==> config.mk <==
export PLATFORM = sky130hd
export DESIGN_NAME = dp_sequencer
export DESIGN_NICKNAME = d
export VERILOG_FILES = /design/src/rtl/dp_sequencer.sv
export SDC_FILE = /design/constraint.sdc
export NUM_CORES = 1
export LEC_CHECK = 0
export CORE_MARGIN = 2
export CORE_UTILIZATION = 47
export DETAILED_ROUTE_END_ITERATION = 16
export PLACE_DENSITY = 0.86
export SKIP_CTS_REPAIR_TIMING = 1
export SLEW_MARGIN = 20
export SYNTH_ARGS = -nofsm -noshare
export SYNTH_HDL_FRONTEND = slang
export SYNTH_SLANG_ARGS = --single-unit
==> constraint.sdc <==
create_clock -name clk -period 2.8 [get_ports clk]
set_clock_uncertainty 0.1 [all_clocks]
set_input_delay 0.28 -clock clk [delete_from_list [all_inputs] [get_ports clk]]
set_output_delay 0.28 -clock clk [all_outputs]
set_load 0.01 [all_outputs]
==> src/rtl/dp_sequencer.sv <==
// dp_sequencer -- multi-cycle control FSM for the 32-bit processor datapath.
//
// Fetches one instruction per pass over a Valid-handshaked memory bus,
// latches it in an internal IR, decodes it and sequences the datapath
// strobes for ALU, load/store, branch (with optional link) and HALT.
// A wait counter flags a bus error if Valid does not arrive in time.
//
// Ports:
//   clk, reset          clock, synchronous active-high reset
//   instr, Valid        memory data bus and handshake
//   mem_rd, mem_wr      memory read / write requests
//   opcode, oppA, oppB  ALU opcode and register indices to the datapath
//   literal             IR[15:0] sign-extended
//   regEn ... PCEn      datapath strobes
//   halted, bus_err     HALT executed / Valid timeout occurred
//
// state   | meaning
// FETCH_A | drive PC onto address register
// FETCH_W | read request, wait for Valid, latch IR
// INC     | increment PC
// DECODE  | one idle cycle, branch on instruction class
// EXEC    | ALU operation (reg-reg or immediate)
// WB      | register write-back
// MADDR   | compute memory address (base + literal)
// LOAD_W  | read request, wait for Valid
// SDATA   | pass reg B to data register
// STORE_W | write request, wait for Valid
// LINK    | reg[A] <= PC
// BR      | PC + literal through ALU
// BR_LD   | load new PC
// HALT    | halted, held until reset
// ERR     | bus timeout, held until reset

module dp_sequencer #(
    parameter int WIDTH   = 32,
    parameter int TIMEOUT = 255
) (
    input  logic             clk,
    input  logic             reset,
    input  logic [WIDTH-1:0] instr,
    input  logic             Valid,
    output logic             mem_rd,
    output logic             mem_wr,
    output logic [5:0]       opcode,
    output logic [4:0]       oppA,
    output logic [4:0]       oppB,
    output logic [WIDTH-1:0] literal,
    output logic             regEn,
    output logic             increment,
    output logic             Branch_En,
    output logic             fetch,
    output logic             DataBus_En,
    output logic             store_en,
    output logic             wrData,
    output logic             wrAdd,
    output logic             store_PC,
    output logic             literalEn,
    output logic             PCEn,
    output logic             halted,
    output logic             bus_err
);

    localparam int CW = (TIMEOUT > 1) ? $clog2(TIMEOUT + 1) : 1;
    localparam logic [CW-1:0] CNT_LAST = CW'((TIMEOUT > 0) ? TIMEOUT - 1 : 0);

    typedef enum logic [3:0] {
        S_FETCH_A, S_FETCH_W, S_INC, S_DECODE, S_EXEC, S_WB, S_MADDR,
        S_LOAD_W, S_SDATA, S_STORE_W, S_LINK, S_BR, S_BR_LD, S_HALT, S_ERR
    } state_t;

    state_t           state_q, state_d;
    logic [WIDTH-1:0] ir_q, ir_d;
    logic [CW-1:0]    cnt_q, cnt_d;

    logic [5:0] ir_op;
    logic [1:0] ir_class;
    logic       is_halt;
    logic       timed_out;

    assign ir_op     = ir_q[31:26];
    assign ir_class  = ir_q[31:30];
    assign is_halt   = (ir_op == 6'h3F);
    // Valid has priority: only a cycle without Valid can expire the wait.
    assign timed_out = (TIMEOUT != 0) && (cnt_q == CNT_LAST) && !Valid;

    always_ff @(posedge clk) begin
        if (reset) begin
            state_q <= S_FETCH_A;
            ir_q    <= '0;
            cnt_q   <= '0;
        end else begin
            state_q <= state_d;
            ir_q    <= ir_d;
            cnt_q   <= cnt_d;
        end
    end

    // Next state. The counter is held at zero outside the wait states, so it
    // is already clear on entry to each of them.
    always_comb begin
        state_d = state_q;
        ir_d    = ir_q;
        cnt_d   = '0;
        case (state_q)
            S_FETCH_A: state_d = S_FETCH_W;
            S_FETCH_W: begin
                if (Valid) begin
                    ir_d    = instr;
                    state_d = S_INC;
                end else if (timed_out) begin
                    state_d = S_ERR;
                end else begin
                    cnt_d = cnt_q + CW'(1);
                end
            end
            S_INC: state_d = S_DECODE;
            S_DECODE: begin
                if (is_halt)                                  state_d = S_HALT;
                else if (ir_class == 2'b00 || ir_class == 2'b11) state_d = S_EXEC;
                else if (ir_class == 2'b10)                   state_d = S_MADDR;
                else if (ir_q[26])                            state_d = S_LINK;
                else                                          state_d = S_BR;
            end
            S_EXEC:  state_d = S_WB;
            S_WB:    state_d = S_FETCH_A;
            S_MADDR: state_d = ir_q[26] ? S_SDATA : S_LOAD_W;
            S_LOAD_W: begin
                if (Valid)          state_d = S_WB;
                else if (timed_out) state_d = S_ERR;
                else                cnt_d = cnt_q + CW'(1);
            end
            S_SDATA: state_d = S_STORE_W;
            S_STORE_W: begin
                if (Valid)          state_d = S_FETCH_A;
                else if (timed_out) state_d = S_ERR;
                else                cnt_d = cnt_q + CW'(1);
            end
            S_LINK:  state_d = S_BR;
            S_BR:    state_d = S_BR_LD;
            S_BR_LD: state_d = S_FETCH_A;
            S_HALT:  state_d = S_HALT;
            S_ERR:   state_d = S_ERR;
            default: state_d = S_FETCH_A;
        endcase
    end

    // Moore outputs from state and IR; wrData in LOAD_W follows Valid so the
    // data register captures the bus in the cycle the read completes.
    // Everything is masked while reset is asserted so no request escapes.
    always_comb begin
        mem_rd     = 1'b0;
        mem_wr     = 1'b0;
        opcode     = 6'h00;
        oppA       = ir_q[25:21];
        oppB       = ir_q[20:16];
        literal    = {{(WIDTH-16){ir_q[15]}}, ir_q[15:0]};
        regEn      = 1'b0;
        increment  = 1'b0;
        Branch_En  = 1'b0;
        fetch      = 1'b0;
        DataBus_En = 1'b0;
        store_en   = 1'b0;
        wrData     = 1'b0;
        wrAdd      = 1'b0;
        store_PC   = 1'b0;
        literalEn  = 1'b0;
        PCEn       = 1'b0;
        halted     = 1'b0;
        bus_err    = 1'b0;
        case (state_q)
            S_FETCH_A: begin
                fetch = 1'b1;
                wrAdd = 1'b1;
            end
            S_FETCH_W: mem_rd = 1'b1;
            S_INC: begin
                increment = 1'b1;
                PCEn      = 1'b1;
            end
            S_EXEC: begin
                opcode    = ir_op;
                literalEn = (ir_class == 2'b11);
                wrData    = 1'b1;
            end
            S_WB: regEn = 1'b1;
            S_MADDR: begin
                literalEn = 1'b1;
                wrAdd     = 1'b1;
            end
            S_LOAD_W: begin
                mem_rd   = 1'b1;
                store_en = 1'b1;
                wrData   = Valid;
            end
            S_SDATA: begin
                opcode = 6'h0F;
                wrData = 1'b1;
            end
            S_STORE_W: begin
                DataBus_En = 1'b1;
                mem_wr     = 1'b1;
            end
            S_LINK: begin
                store_PC = 1'b1;
                regEn    = 1'b1;
            end
            S_BR: begin
                Branch_En = 1'b1;
                literalEn = 1'b1;
                opcode    = ir_op;
                wrData    = 1'b1;
            end
            S_BR_LD: PCEn    = 1'b1;
            S_HALT:  halted  = 1'b1;
            S_ERR:   bus_err = 1'b1;
            default: ;
        endcase
        if (reset) begin
            mem_rd     = 1'b0;
            mem_wr     = 1'b0;
            opcode     = 6'h00;
            oppA       = 5'd0;
            oppB       = 5'd0;
            literal    = '0;
            regEn      = 1'b0;
            increment  = 1'b0;
            Branch_En  = 1'b0;
            fetch      = 1'b0;
            DataBus_En = 1'b0;
            store_en   = 1'b0;
            wrData     = 1'b0;
            wrAdd      = 1'b0;
            store_PC   = 1'b0;
            literalEn  = 1'b0;
            PCEn       = 1'b0;
            halted     = 1'b0;
            bus_err    = 1'b0;
        end
    end

endmodule

==> flow_summary.json <==
{
  "synth_top_cell_by_area": "dfxtp_1",
  "worstSetupPathType": "reg2out",
  "detailed_place_hpwl_mm": 4.47,
  "synth_commonest_cells": "nand2_1 (74), dfxtp_1 (44), a21oi_1 (40), nor2b_1 (30), nor2_1 (20)",
  "critPathMaxFanout": 11,
  "syn_avg_cell_area_sq_um": 7.42,
  "die_y_um": 76.4,
  "dieArea_sq_um": 5840,
  "cap_violations": 0,
  "p_int_mw": 0.984,
  "nFillCells": 456,
  "synthFlopType": "dfxtp_1",
  "firstDrtPassIters": 4,
  "clk_pin_slew_ns": 0.09,
  "power_leakage_nw": 1.16,
  "row_count": 26,
  "finalCriticalPeriod_ns": 2.61,
  "p_total_mw": 1.38,
  "grt_start_max_net_pins": 35,
  "grt-ovfl-total": 0,
  "ant_nets": 0,
  "p_sw_mw": 0.392,
  "worstSetupEndpointType": "output port",
  "portBuffers": 97,
  "multi_input_area_sq_um": 1300,
  "netlist_area_sq_um": 2460,
  "core-area_sq_um": 5070,
  "drtIter0Drc": 204,
  "finalCritPeriodShare": 0.932,
  "relSlewSlack": 0.362,
  "synth-seq-area-share": 0.357,
  "swShare": 0.285,
  "ys_warn_count": 0,
  "insertion_delay_ns": 0.29,
  "yosys_register_bits": 44,
  "cts_buffers": 5,
  "worst_ep_required_time_ns": 2.42,
  "wire_per_inst_um": 13.3,
  "hold_viol_final": 0,
  "synth_top_area_frac": 0.357,
  "worst_setup_path_start_kind": "flop",
  "dieWidth_um": 76.4,
  "cts_tree": "built",
  "drive_above_1_share": 0.0572,
  "syn_nets": 372,
  "regArea_sq_um": 883,
  "track_usage": 0.213,
  "tightest_slew_ns": 0.955,
  "grt_pass1_wl_mm": 10.4,
  "fin_setup_tns_ns": 0,
  "grt_pass1_vias": 2178,
  "fmax_ghz": 0.383,
  "p_clk_frac": 0.279,
  "antenna_cells": 0,
  "vdd_drop_max_mv": 0.310,
  "routed_via_density": 5.14,
  "ioPinCount": 98,
  "seqPwrFrac": 0.500,
  "finalWirelength_mm": 6.29,
  "synth_area_leaders": "dfxtp_1 (36%), nand2_1 (11%), a21oi_1 (8.1%)",
  "htreeDepth": 2,
  "floorplan.initialDensity": 0.486,
  "clk_path_buf_depth": 2,
  "synthArstFlopShare": 0,
  "maxSlewViolCount": 0,
  "rsz0062_at_grt": "false",
  "synth_edf_count": 0,
  "cts.sinks": 44,
  "cts-root-buf": "clkbuf_8",
  "power.density_nw_per_um2": 402,
  "synth_cell_types": 44,
  "yosysMostFrequentCell": "nand2_1",
  "vias": 2426,
  "crit_arrival_ns": 2.23,
  "hp-class": "in2reg",
  "status": "finished, final reports clean",
  "combPwrFrac": 0.221,
  "setup_viol_count_final": 0,
  "syn_to_final_growth_pct": 38.8,
  "drc": 0,
  "layout.nets": 442,
  "finalWeightedCongestion": 0.952,
  "antenna_found_initial": 0,
  "syn-instance-count": 332
}
-- worst max-delay path, cell delays in order (launching register included) --
cell,delay [ns]
dfxtp_1,0.51
buf_4,0.25
nand2b_1,0.34
a32oi_1,0.16
nor2_1,0.11
clkdlybuf4s50_1,0.56
-- power groups by stage --
| stage | logic [mW] | clock network (mW) | registers, mW |
|---|---|---|---|
| final | 0.305 | 0.383 | 0.688 |
| after global routing | 0.333 | 0.417 | 0.693 |
| after CTS | 0.304 | 0.399 | 0.686 |
| after detailed placement | 0.302 | 0 | 0.701 |
| after global placement | 0.297 | 0 | 0.699 |
| after floorplan | 0.198 | 0 | 0.683 |
-- flip-flops by register name, summed over array words and instances (netlist names) --
register	count
ir_q	32
cnt_q	8
state_q	4
-- routing by layer --
metal  global-route usage  vias to the layer above  wire length, um  part of all wire
met3               0.0450                        9              424             0.067
met2                0.365                      121             3010              0.48
met1                0.272                     1071             2770              0.44
li1                     -                     1225                -                 -
met5                    0                        -                0                 0
met4               0.0600                        0               77             0.012
-- final timing paths --
check / start / end / slack, ns / cells past startpoint
hold reg to reg: ir_q[23] / ir_q[23] / 0.35 / 2
hold / removal: reset / ir_q[12] / 0.31 / 2
setup / recovery: state_q[0] / wrData / 0.19 / 5
setup reg to reg: state_q[0] / ir_q[22] / 0.83 / 6
-- layout by cell type, fill, tap and decap left out, types with 3 or more instances in the layout --
cell	synthesis	final
a21o_1	3	3
a21oi_1	40	40
a31oi_1	4	4
buf_4	17	7
clkbuf_8	0	5
clkdlybuf4s50_1	0	96
dfxtp_1	44	42
ha_1	5	5
inv_1	6	6
nand2_1	74	74
nand3_1	4	4
nor2_1	20	20
nor2b_1	30	30
nor3_1	8	8
o21ai_0	5	5
o22ai_1	3	3
xnor2_1	4	4
xor2_1	3	3
-- cell families after synthesis --
family | count (synthesis) | synth area share
AO/OA/AOI/OAI | 69 | 0.166
XOR/XNOR | 7 | 0.0249
adder cells (fa/ha/maj) | 5 | 0.0254
buffers and inverters | 50 | 0.119
flip-flops | 44 | 0.357
multiplexers | 1 | 0.00406
AND/OR/NAND/NOR | 156 | 0.304
-- cell type report --
type	instances	share of cell area
clock inverter	2	0.00366
tap	70	0.0256
multi-input combinational	238	0.380
sequential	44	0.258
inverter	8	0.00878
clock buffer	5	0.0201
timing repair buffer	105	0.304
-- through the flow --
step                      area (sq um)  hold WS (ns)  utilization  std cells  worst slack [ns]
after floorplan                   2460         0.316            -        332             0.836
after global placement            3330         0.337        0.657        465             0.409
after detailed placement          3330         0.342        0.657        465             0.387
after CTS                         3420         0.302        0.673        472            0.0511
after global routing              3420         0.326        0.674        472             0.114
final                             3420         0.313        0.674        472             0.191
(Power assumes the default switching activity.)
